<file path="src/rtl/count_seq_ctrl_if.sv">
// Handshake bundle between the step sequencer, its table-programming source and the counter.
interface count_seq_ctrl_if;
    logic       wr_en;
    logic [1:0] wr_addr;
    logic [6:0] wr_data;
    logic       start;
    logic       abort;
    logic [6:0] count_in;
    logic [6:0] max_count;
    logic       run;
    logic [1:0] step;
    logic       busy;
    logic       step_done;
    logic       seq_done;

    modport master (
        output wr_en, wr_addr, wr_data, start, abort, count_in,
        input  max_count, run, step, busy, step_done, seq_done
    );

    modport slave (
        input  wr_en, wr_addr, wr_data, start, abort, count_in,
        output max_count, run, step, busy, step_done, seq_done
    );
endinterface

</file>
<file path="src/rtl/count_seq_ctrl.sv">
// Walks a programmable up-counter through up to four target counts, dwelling at each; all outputs registered.
// Define SEQ_LOOP_EN to restart at step 0 after the last step instead of returning to idle.
module count_seq_ctrl #(
    parameter int NUM_STEPS = 4,
    parameter int DWELL     = 3
) (
    input  logic              CLK,
    input  logic              reset,
    count_seq_ctrl_if.slave   bus
);

    typedef enum logic [1:0] {
        S_IDLE,
        S_CLEAR,
        S_COUNT,
        S_DWELL
    } state_t;

    localparam logic [1:0] LAST_STEP  = 2'(NUM_STEPS - 1);
    localparam logic [3:0] DWELL_LAST = 4'(DWELL - 1);
    localparam logic [6:0] MAX_TARGET = 7'd99;

    state_t     state_q, state_d;
    logic [1:0] step_q, step_d;
    logic [3:0] dwell_q, dwell_d;
    logic [6:0] tbl [4];

    logic       step_done_d, seq_done_d;
    logic       run_d, busy_d;
    logic [6:0] max_count_d;

    logic [6:0] max_count_q;
    logic       run_q, busy_q, step_done_q, seq_done_q;

    logic       wr_accept;
    logic [6:0] wr_clamped;
    logic [6:0] target;

    assign wr_accept  = bus.wr_en && (state_q == S_IDLE);
    assign wr_clamped = (bus.wr_data > MAX_TARGET) ? MAX_TARGET : bus.wr_data;
    assign target     = tbl[step_q];

    always_ff @(posedge CLK or posedge reset) begin
        if (reset) begin
            for (int i = 0; i < 4; i++) begin
                tbl[i] <= '0;
            end
        end else if (wr_accept) begin
            tbl[bus.wr_addr] <= wr_clamped;
        end
    end

    always_ff @(posedge CLK or posedge reset) begin
        if (reset) begin
            state_q <= S_IDLE;
            step_q  <= '0;
            dwell_q <= '0;
        end else begin
            state_q <= state_d;
            step_q  <= step_d;
            dwell_q <= dwell_d;
        end
    end

    always_comb begin
        state_d     = state_q;
        step_d      = step_q;
        dwell_d     = dwell_q;
        step_done_d = 1'b0;
        seq_done_d  = 1'b0;

        // abort overrides every transition and suppresses both pulses
        if (bus.abort) begin
            state_d = S_IDLE;
            step_d  = '0;
            dwell_d = '0;
        end else begin
            case (state_q)
                S_IDLE: begin
                    if (bus.start) begin
                        state_d = S_CLEAR;
                        step_d  = '0;
                    end
                end
                S_CLEAR: begin
                    state_d = S_COUNT;
                end
                S_COUNT: begin
                    if (bus.count_in == target) begin
                        state_d     = S_DWELL;
                        dwell_d     = '0;
                        step_done_d = 1'b1;
                    end
                end
                S_DWELL: begin
                    if (dwell_q == DWELL_LAST) begin
                        dwell_d = '0;
                        if (step_q < LAST_STEP) begin
                            step_d  = step_q + 2'd1;
                            state_d = S_CLEAR;
                        end else begin
                            seq_done_d = 1'b1;
                            step_d     = '0;
`ifdef SEQ_LOOP_EN
                            state_d    = S_CLEAR;
`else
                            state_d    = S_IDLE;
`endif
                        end
                    end else begin
                        dwell_d = dwell_q + 4'd1;
                    end
                end
                default: begin
                    state_d = S_IDLE;
                    step_d  = '0;
                    dwell_d = '0;
                end
            endcase
        end
    end

    // Outputs are registered copies of what the next state implies
    always_comb begin
        run_d       = (state_d == S_COUNT) || (state_d == S_DWELL);
        busy_d      = (state_d != S_IDLE);
        max_count_d = (state_d == S_IDLE) ? 7'd0 : tbl[step_d];
    end

    always_ff @(posedge CLK or posedge reset) begin
        if (reset) begin
            max_count_q <= '0;
            run_q       <= 1'b0;
            busy_q      <= 1'b0;
            step_done_q <= 1'b0;
            seq_done_q  <= 1'b0;
        end else begin
            max_count_q <= max_count_d;
            run_q       <= run_d;
            busy_q      <= busy_d;
            step_done_q <= step_done_d;
            seq_done_q  <= seq_done_d;
        end
    end

    assign bus.max_count = max_count_q;
    assign bus.run       = run_q;
    assign bus.step      = step_q;
    assign bus.busy      = busy_q;
    assign bus.step_done = step_done_q;
    assign bus.seq_done  = seq_done_q;

endmodule

</file>
<file path="src/flat_wrapper.sv">
// flat-port wrapper written by rule: the top's interface ports become plain ports
module count_seq_ctrl_flat 
#(
    parameter int NUM_STEPS = 4,
    parameter int DWELL     = 3
)
  (CLK, reset, bus_wr_en, bus_wr_addr, bus_wr_data, bus_start, bus_abort, bus_count_in, bus_max_count, bus_run, bus_step, bus_busy, bus_step_done, bus_seq_done);
  count_seq_ctrl_if bus_i ();
  input  logic CLK;
  input  logic reset;
  input wire logic [$bits(bus_i.wr_en)-1:0] bus_wr_en;
  input wire logic [$bits(bus_i.wr_addr)-1:0] bus_wr_addr;
  input wire logic [$bits(bus_i.wr_data)-1:0] bus_wr_data;
  input wire logic [$bits(bus_i.start)-1:0] bus_start;
  input wire logic [$bits(bus_i.abort)-1:0] bus_abort;
  input wire logic [$bits(bus_i.count_in)-1:0] bus_count_in;
  output wire logic [$bits(bus_i.max_count)-1:0] bus_max_count;
  output wire logic [$bits(bus_i.run)-1:0] bus_run;
  output wire logic [$bits(bus_i.step)-1:0] bus_step;
  output wire logic [$bits(bus_i.busy)-1:0] bus_busy;
  output wire logic [$bits(bus_i.step_done)-1:0] bus_step_done;
  output wire logic [$bits(bus_i.seq_done)-1:0] bus_seq_done;
  assign bus_i.wr_en = bus_wr_en;
  assign bus_i.wr_addr = bus_wr_addr;
  assign bus_i.wr_data = bus_wr_data;
  assign bus_i.start = bus_start;
  assign bus_i.abort = bus_abort;
  assign bus_i.count_in = bus_count_in;
  assign bus_max_count = bus_i.max_count;
  assign bus_run = bus_i.run;
  assign bus_step = bus_i.step;
  assign bus_busy = bus_i.busy;
  assign bus_step_done = bus_i.step_done;
  assign bus_seq_done = bus_i.seq_done;
  count_seq_ctrl #(.NUM_STEPS(NUM_STEPS), .DWELL(DWELL)) u_core (.CLK(CLK), .reset(reset), .bus(bus_i));
endmodule
</file>
<file path="config.mk">
export PLATFORM = sky130hd
export DESIGN_NAME = count_seq_ctrl_flat
export DESIGN_NICKNAME = d
export VERILOG_FILES = /design/src/rtl/count_seq_ctrl_if.sv /design/src/rtl/count_seq_ctrl.sv /design/src/flat_wrapper.sv
export SDC_FILE = /design/constraint.sdc
export NUM_CORES = 1
export LEC_CHECK = 0
export BUFFER_PORTS_ARGS = -buffer_cell sky130_fd_sc_hd__buf_2
export CORE_MARGIN = 5
export CORE_UTILIZATION = 38
export DETAILED_ROUTE_END_ITERATION = 8
export SYNTH_ARGS = -nofsm -noshare
export SYNTH_HDL_FRONTEND = slang
export SYNTH_SLANG_ARGS = --single-unit
export TNS_END_PERCENT = 5
</file>
<file path="constraint.sdc">
create_clock -name CLK -period 2.4 [get_ports CLK]
set_input_delay 0.12 -clock CLK [delete_from_list [all_inputs] [get_ports CLK]]
set_output_delay 0.12 -clock CLK [all_outputs]
set_load 0.02 [all_outputs]
</file>
* Word-level counts from Yosys, hierarchy flattened
Cells that the tools add are included.
** Cells by class
- $add $sub $neg :: 2
- Magnitude comparators :: 6
- Equality and inequality tests :: 8
- Mux-type cells :: 33
- Bitwise gates (word level) :: 3
- Reductions and logical operators :: 8
** Operator list (number)
- 2-to-1 mux 7 bit :: 7
- binary-select mux 7 bit (select 2 bit) :: 2
- bitwise mux 28 bit :: 1
- 2-to-1 mux 2 bit :: 8
- demux 7 bit (select 2 bit) :: 1
- 2-to-1 mux 4 bit :: 3
- >= comparator 3 bit, second input constant :: 3
- inverter 2 -> 3 bit :: 3
- equality test 2 bit, second input constant :: 4
- 2-to-1 mux 1 bit :: 8
- case mux 2 bit (4 select lines) :: 1
- case mux 4 bit (2 select lines) :: 1
- equality test 7 bit :: 1
- > comparator 7 bit, second input constant :: 1
- adder 4 x 1 -> 4 bit, second input constant :: 1
- equality test 4 x 2 -> 1 bit, second input constant :: 1
- logical NOT 2 bit :: 2
- case mux 2 bit (2 select lines) :: 1
- less-than comparator 3 x 1 -> 1 bit, second input constant :: 1
- != test 3 x 2 -> 1 bit, second input constant :: 1
- nonzero test 3 bit :: 1
- adder 2 x 1 -> 2 bit, second input constant :: 1
- equality test 2 x 1 -> 1 bit, second input constant :: 1
- logical AND 1 bit :: 2
- 4 further kinds :: 4
** Storage, ports and cells
- Bits in registers :: 47
- Word-level logic and storage cells :: 72

* Logic depth before layout (Yosys ltp)
Gate-level depths: netlist (run 1).
- Word-level depth :: 10
- Depth in mapped cells :: 10
- Depth with buffers taken out :: 9

* Least setup slack after synthesis (run 1)
OpenSTA, ideal clock, no wires.
- Kind :: flip-flop to flip-flop
- Start :: register u_core.step_q[0] (netlist: u_core.bus.step[0])
- End :: register u_core.dwell_q[0]
- Setup time :: 125 ps
- Arrival :: 2126 ps
- Data required time :: 2275 ps
- Setup slack :: 149 ps
- Cell stages (with the launch flop) :: 10
- Path buffers :: 2
- Clock period less this slack :: 2251 ps
- Cells stage by stage :: dfrtp_1 buf_6 buf_6 mux2i_1 xnor2_1 nor3_2 o211ai_1 nor3b_4 a21oi_2 mux2_4
** Between the ends
- Longest elaborated chain between the ends :: 7
** RTL lines
- from (decl) :: line count_seq_ctrl.sv:24 : logic [1:0] step_q, step_d;
- from (signal assigned) :: line count_seq_ctrl.sv:60 : step_q <= step_d;
- inverter 2 -> 3 bit (implied by the code) :: line count_seq_ctrl.sv:41 : assign target = tbl[step_q];
- binary-select mux 7 bit (select 2 bit) :: line count_seq_ctrl.sv:41
- 2-to-1 mux 7 bit (implied by the code) (2 in series) :: line count_seq_ctrl.sv:41
- equality test 7 bit :: line count_seq_ctrl.sv:89 : if (bus.count_in == target) begin
- != test 3 x 2 -> 1 bit (no line)
- AND reduction 2 bit (no line)
- to (signal assigned) :: line count_seq_ctrl.sv:61 : dwell_q <= dwell_d;
- to (decl) :: line count_seq_ctrl.sv:25 : logic [3:0] dwell_q, dwell_d;
No other way between the ends. The select of a mux whose other input is x is not followed.
A chain may end at the register's enable or synchronous reset.

* Worst setup path after layout (run 1)
Ends and elaborated chain as after synthesis.

==> summary.md, run 1 <==
| Metric | Value |
|---|---|
| Pwr/cell area | 1012 mW/mm^2 |
| Vias in the first global route | 1935 |
| Total power | 3.056 mW |
| Routed Antenna Nets | 0 |
| Vias | 1957 |
| GRT Util Overall | 14.40% |
| Worst Tran Pin Value | 990.3 ps |
| Dominant synthesized flop cell | dfrtp_1 |
| Die Area | 0.008330 mm^2 |
| Setup WS post-layout | 89.44 ps |
| Crit path from | u_core.bus.step[0] |
| Die Ht | 91.27 um |
| GRT busiest layer | met2 |
| CP endpoint kind | flop |
| Synth warnings | 0 |
| IO Pins | 34 |
| Status | finished clean |
| Pre-CTS setup slack | 20.06 ps |
| Routability congestion estimate from global placement | 0.7822 |
| Area delta synth->final | 20.29% |
| Yosys cell types | 48 |
| Crit start category | flop |
| Routed WL | 5827 um |
| Avg Inst Size Synth | 9.960 um^2 |
| Endpoints failing hold | 0 |
| Syn Nets | 280 |
| Final Setup Violations | 0 |
| Met1 Use GR | 21.05% |
| Area of the core | 0.006386 mm^2 |
| Hold WC Path Type | in2async |
| Std cell rows | 29 |
| Final min period | 2311 ps |
| Syn Inst Count | 252 |
| First-pass GRT wire length | 9722 um |
| Rel. slew slack | 33.89% |
| FF-to-FF path depth | 6 |
| Number of hold buffers added after CTS | 0 |
| R2R Path Start | u_core.bus.step[0] |
| CTS Buffer Depth | 2 |
| Arrival time at the worst endpoint | 2500 ps |
| Post-layout instance area | 0.003019 mm^2 |
| Hpwl dp | 4264 um |
| Fin Hold WS | 36.45 ps |
| Worst-Skew Late Latency | 300 ps |
| TritonCTS clock tree | built |
| Clk slew on worst S/H paths | 90 ps |
| Drt first pass iters | 4 |
| Final Slew Violations | 0 |
| Overflow after GRT | 0 |
| CTS Root Cell | clkbuf_8 |
| F_max | 432.8 MHz |
| CP max FO | 5 |
| FF+latch count, synth | 47 |
| Layout fillers | 614 |
| Met3 Resource Use GR | 2.893% |
| Post-Syn Area | 0.002510 mm^2 |
| Max-cap viol count | 0 |
| Port Buffers | 33 |
| Drc violations | 0 |
| Clk sinks | 47 |
| Clk_skew | 7.447 ps |
| FF-to-FF End | u_core.dwell_q[0] |
| Pin count of the biggest net entering global routing | 48 |
| EDFF count, synth | 0 |
| Ys async rst share | 100.0% |
| Met2 usage | 22.06% |
| Starting Density | 39.30% |
| Sequential area share after synthesis | 46.86% |
| RSZ-0062 raised after global routing | yes |
| Final Util | 47.28% |
| Initial antenna violation count | 0 |
| Die W | 91.27 um |
| Final period util | 96.27% |
| R2r setup slk | 90 ps |
| Maximum vdd drop | 0.5327 mV |
| Ant diodes | 0 |
| Crit Path Class | reg2reg |
| Post-DP Area | 0.002785 mm^2 |
| Vias per cell | 5.247 |
| H-tree depth | 2 |
| 1st-iter DRT viols | 67 |
| Nets | 323 |
| Routed len/inst | 15.62 um |
| CTS Buf Count | 5 |
| Share of cells above drive strength 1 | 28.04% |
| Data required time at the worst endpoint | 2580 ps |
| Leak pwr | 1.360 nW |
==> cell usage after synthesis, drive strengths merged (2+ instances only) <==
cell type	count	share of area, %
o21bai	3	1.0
ha	7	3.5
nor2	10	1.5
a21boi	8	2.4
nor3b	2	1.0
buf	5	1.4
a21oi	9	1.9
inv	10	1.5
nand3	2	0.40
nor4b	2	0.70
xor2	4	1.4
o211ai	3	0.90
mux2i	8	3.2
clkbuf	6	0.90
dfrtp	47	47
mux4	3	2.7
a311oi	7	2.4
o21ai	23	4.6
nor3	6	1.4
mux2	8	3.9
nand2	52	7.8
xnor2	7	2.4
a31oi	3	0.75
==> flip-flops by register name, summed over array words and instances, names as in the netlist <==
signal                flops
u_core.bus.busy           1
u_core.bus.max_count      7
u_core.bus.run            1
u_core.bus.seq_done       1
u_core.bus.step           2
u_core.bus.step_done      1
u_core.dwell_q            4
u_core.state_q            2
u_core.tbl               28
==> worst max-delay path by stage <==
| stage | end | slack [ps] |
|---|---|---|
| global placement | u_core.bus.max_count[0] | 80 |
| detailed placement | u_core.dwell_q[0] | 20 |
| finish | u_core.dwell_q[0] | 90 |
| CTS | u_core.dwell_q[0] | -6 |
| floorplan | u_core.dwell_q[0] | 150 |
| global route | u_core.bus.max_count[2] | -40 |
==> layout make-up <==
cell class	count	area, um^2	share of cell area [%]
inverters	10	41.29	1.368
clock inverters	2	60.06	1.989
multi-input cells	184	1279	42.35
well taps	77	96.34	3.191
clock buffers	6	72.57	2.404
flip-flops and latches	47	1180	39.08
repair buffers	47	290.3	9.615
==> layer usage <==
metal	vias to the layer above	wire length [um]
met3	5	240
li1	971	-
met4	0	40
met5	-	0
met2	44	2712
met1	937	2834
==> cells in the final DEF, fill, tap and decap left out, types with 7 or more instances in the layout <==
cell type | synthesis | final
a21boi_0 | 8 | 8
ha_1 | 7 | 7
mux2i_1 | 8 | 7
buf_2 | 2 | 33
inv_1 | 10 | 8
xnor2_1 | 7 | 7
a21oi_1 | 8 | 8
buf_4 | 0 | 12
a311oi_1 | 7 | 7
nand2_1 | 52 | 51
dfrtp_1 | 47 | 44
o21ai_0 | 22 | 22
nor2_1 | 10 | 10
==> worst max-delay path: stages (launching register included) <==
cell	delay [ps]
dfrtp_2	440
buf_4	180
mux4_2	520
xnor2_1	190
nor3b_4	400
a21oi_4	140
mux2_4	320
==> metrics by stage <==
stage                     cells  TNS, ps
after global placement      359        0
after floorplan             252        0
after CTS                   368   -5.866
after detailed placement    359        0
after global routing        373   -103.3
final                       373        0
==> logic make-up after synthesis <==
group	count (synthesis)	share of synthesized area, %
AO/OA/AOI/OAI	62	16.25
AND/OR/NAND/NOR	85	15.95
buffers and inverters	21	3.838
adder cells (fa/ha/maj)	7	3.489
multiplexers	19	9.770
XOR/XNOR	11	3.838
flip-flops	47	46.86
==> repair_timing <==
| item | CTS | global route |
|---|---|---|
| endpoints found under the setup margin | 1 | 9 |
| hold endpoints to repair | 0 | 0 |
| gates cloned | 0 | 0 |
| pin swaps | 1 | 2 |
| resized for setup | 0 | 14 |
| buffers inserted | 1 | 5 |
==> power breakdown <==
group          internal [mW]  switching [mW]  total (mW)
combinational          0.465           0.559        1.02
clock                  0.416           0.271       0.687
sequential              1.10           0.249        1.34
(Power assumes the default switching activity.)
==> run 2, diff against run 1 <==
- CORE_UTILIZATION: 38 -> 50
- PLACE_DENSITY: not set -> 0.71
==> run 2 against run 1 <==
Utilization grew 15 points. Largest cell class unchanged. Sequential power barely moved. Clock power is 18% lower. Cell count fell by 1.9%. Register-to-register slack improved by 60 ps. Wire length down 5.7%. Highest routed layer unchanged. Non-clock buffer count increased by 4.
==> summary.md, run 2 (same netlist as run 1, synthesis figures left out) <==
| Metric | Value |
|---|---|
| Status | finished clean |
| Max FFs per register | 28 (unchanged) |
| Drt first pass iters | 5 (+1) |
| Pint | 1.848 mW (-6.6%) |
| Crit path from | u_core.bus.step[0] |
| Final period util | 93.62% (-2.7 points) |
| Pre-CTS setup slack | 10.02 ps (-10.04 ps) |
| Routability congestion estimate from global placement | 0.8743 (+12%) |
| Data required time at the worst endpoint | 2590 ps (about the same) |
| Worst-Skew Late Latency | 300 ps (about the same) |
| Routed WL | 5493 um (-5.7%) |
| Initial antenna violation count | 0 (unchanged) |
| Vias in the first global route | 1898 (-1.9%) |
| Routed len/inst | 15.01 um (-3.9%) |
| Die Ht | 80.85 um (-11%) |
| Sw frac | 36.10% (+0.81 points) |
| TritonCTS clock tree | built |
| 1st-iter DRT viols | 82 (+22%) |
| R2r setup slk | 150 ps (+60 ps) |
| Post-layout instance area | 0.002957 mm^2 (-2.1%) |
| Logic pwr share | 33.9% (+0.4 points) |
| CP max FO | 6 (+1) |
| CTS Buffer Depth | 2 (unchanged) |
| RSZ-0062 raised after global routing | yes |
| Crit Path Class | reg2reg |
| Endpoints failing hold | 0 (unchanged) |
| Post-Layout Cell Count | 366 (-1.9%) |
| Clk pwr share | 19.5% (-3.0 points) |
| Rel. slew slack | 36.93% (+3.0 points) |
| GRT Util Overall | 18.70% (+4.3 points) |
| IO Pins | 34 (unchanged) |
| Pwr/cell area | 978.1 mW/mm^2 (-3.4%) |
| FF-to-FF End | u_core.dwell_q[1] |
| Setup WS post-layout | 153.1 ps (+63.65 ps) |
| CTS Root Cell | clkbuf_8 |
| Pin count of the biggest net entering global routing | 48 (unchanged) |
| Max-cap viol count | 0 (unchanged) |
| Final Slew Violations | 0 (unchanged) |
| Post-DP Area | 0.002813 mm^2 (+0.99%) |
| Die Area | 0.006537 mm^2 (-22%) |
| Nets | 327 (+1.2%) |
| Vias | 1998 (+2.1%) |
| Hpwl dp | 4164 um (-2.3%) |
| Clk slew on worst S/H paths | 90 ps (about the same) |
| DP Cell Count | 356 (-0.84%) |
| CP endpoint kind | flop |
| Most frequent cells in the layout | 52 x nand2_1, 46 x dfrtp_1, 33 x buf_2 |
| Clk sinks | 47 (unchanged) |
| Arrival time at the worst endpoint | 2440 ps (-60 ps) |
| Die W | 80.85 um (-11%) |
| H-tree depth | 2 (unchanged) |
| First-pass GRT wire length | 9273 um (-4.6%) |
| Routed Antenna Nets | 0 (unchanged) |
| Final min period | 2247 ps (-63.65 ps) |
| Worst setup endpoint | u_core.dwell_q[1] |
| Fin Hold WS | 24.34 ps (-12.11 ps) |
| NetSw | 1.044 mW (-3.2%) |
| Commonest non-fill, non-tap cell in the layout | nand2_1 |
| Hold WC Path Type | in2async |
| FF-to-FF path depth | 8 (+2) |
| Starting Density | 52.44% (+13 points) |
| Overflow after GRT | 0 (unchanged) |
| F_max | 445.1 MHz (+2.8%) |
| Maximum vdd drop | 0.4716 mV (-11%) |
| Crit start category | flop |
| Share of cells above drive strength 1 | 27.09% (-0.95 points) |
| Sequential Power Share | 46.7% (+2.7 points) |
| Area of the core | 0.004786 mm^2 (-25%) |
| Area delta synth->final | 17.80% |
| Final Util | 61.78% (+15 points) |
| Number of hold buffers added after CTS | 0 (unchanged) |
| Worst Tran Pin Value | 944.7 ps (-45.59 ps) |
| Leak pwr | 1.363 nW (+0.19%) |
| Final Setup Violations | 0 (unchanged) |
| Biggest register | u_core.tbl |
| Clk_skew | 5.176 ps (-2.271 ps) |
| R2R Path Start | u_core.bus.step[0] |
| Vias per cell | 5.459 (+4.0%) |
| Ant diodes | 0 (unchanged) |
| Drc violations | 0 (unchanged) |
| Std cell rows | 25 (-14%) |
| CTS Buf Count | 5 (unchanged) |
| Port Buffers | 33 (unchanged) |
[run 2: what timing repair did]
item,CTS,global route
endpoints found under the setup margin,1,9
buffers inserted,3,0
resized for setup,0,4
pin swaps,1,0
[run 2: power groups by stage]
stage | registers, mW | clock network, mW | logic (mW)
2_1_floorplan | 1.34 | 0 | 0.661
6_report | 1.35 | 0.563 | 0.980
3_3_place_gp | 1.35 | 0 | 0.951
4_1_cts | 1.34 | 0.581 | 0.977
5_1_grt | 1.38 | 0.607 | 1.12
3_5_place_dp | 1.36 | 0 | 0.975
[run 2: per-layer routing]
layer  up-vias  share of wire (%)  global-route usage, %  routed length, um
li1        982                  -                      -                  -
met1       948                 45                  24.45               2464
met2        58                 48                  31.20               2612
met3        10                5.7                  3.991                311
met4         0                1.9                  5.574                104
met5         -                  0                      0                  0
[run 2: how the worst min path moves through the flow]
| stage | start | endpoint | slack [ps] | cells after the start |
|---|---|---|---|---|
| detailed placement | bus_wr_data[5] | u_core.tbl[26] | 390 | 3 |
| global route | bus_wr_data[5] | u_core.tbl[26] | 80 | 3 |
| CTS | reset | u_core.dwell_q[3] | 70 | 2 |
| floorplan | bus_wr_data[5] | u_core.tbl[26] | 230 | 2 |
| global placement | bus_wr_data[5] | u_core.tbl[26] | 390 | 3 |
| finish | reset | u_core.dwell_q[0] | 20 | 2 |
[run 2: critical path: stages, from the launching register on]
cell and delay (ps):
dfrtp_2 450, buf_4 170, mux2i_1 240, xnor2_1 140, nor3_1 70, a31oi_1 330, nor3b_4 110, a21oi_2 300
mux2_4 330
[run 2: layout make-up]
type                       instances  area [um^2]
fill                             413         1829
timing repair buffer              51        300.3
clock buffer                       5        68.82
sequential                        47         1177
clock inverter                     2        37.54
inverter                          10        37.54
multi-input combinational        184         1251
tap                               67        83.83
[run 2: through the flow]
step	TNS (ps)	total power [mW]
3_3_place_gp	0	2.300
4_1_cts	0	2.900
2_1_floorplan	0	1.999
6_report	0	2.892
3_5_place_dp	0	2.335
5_1_grt	-139.7	3.106
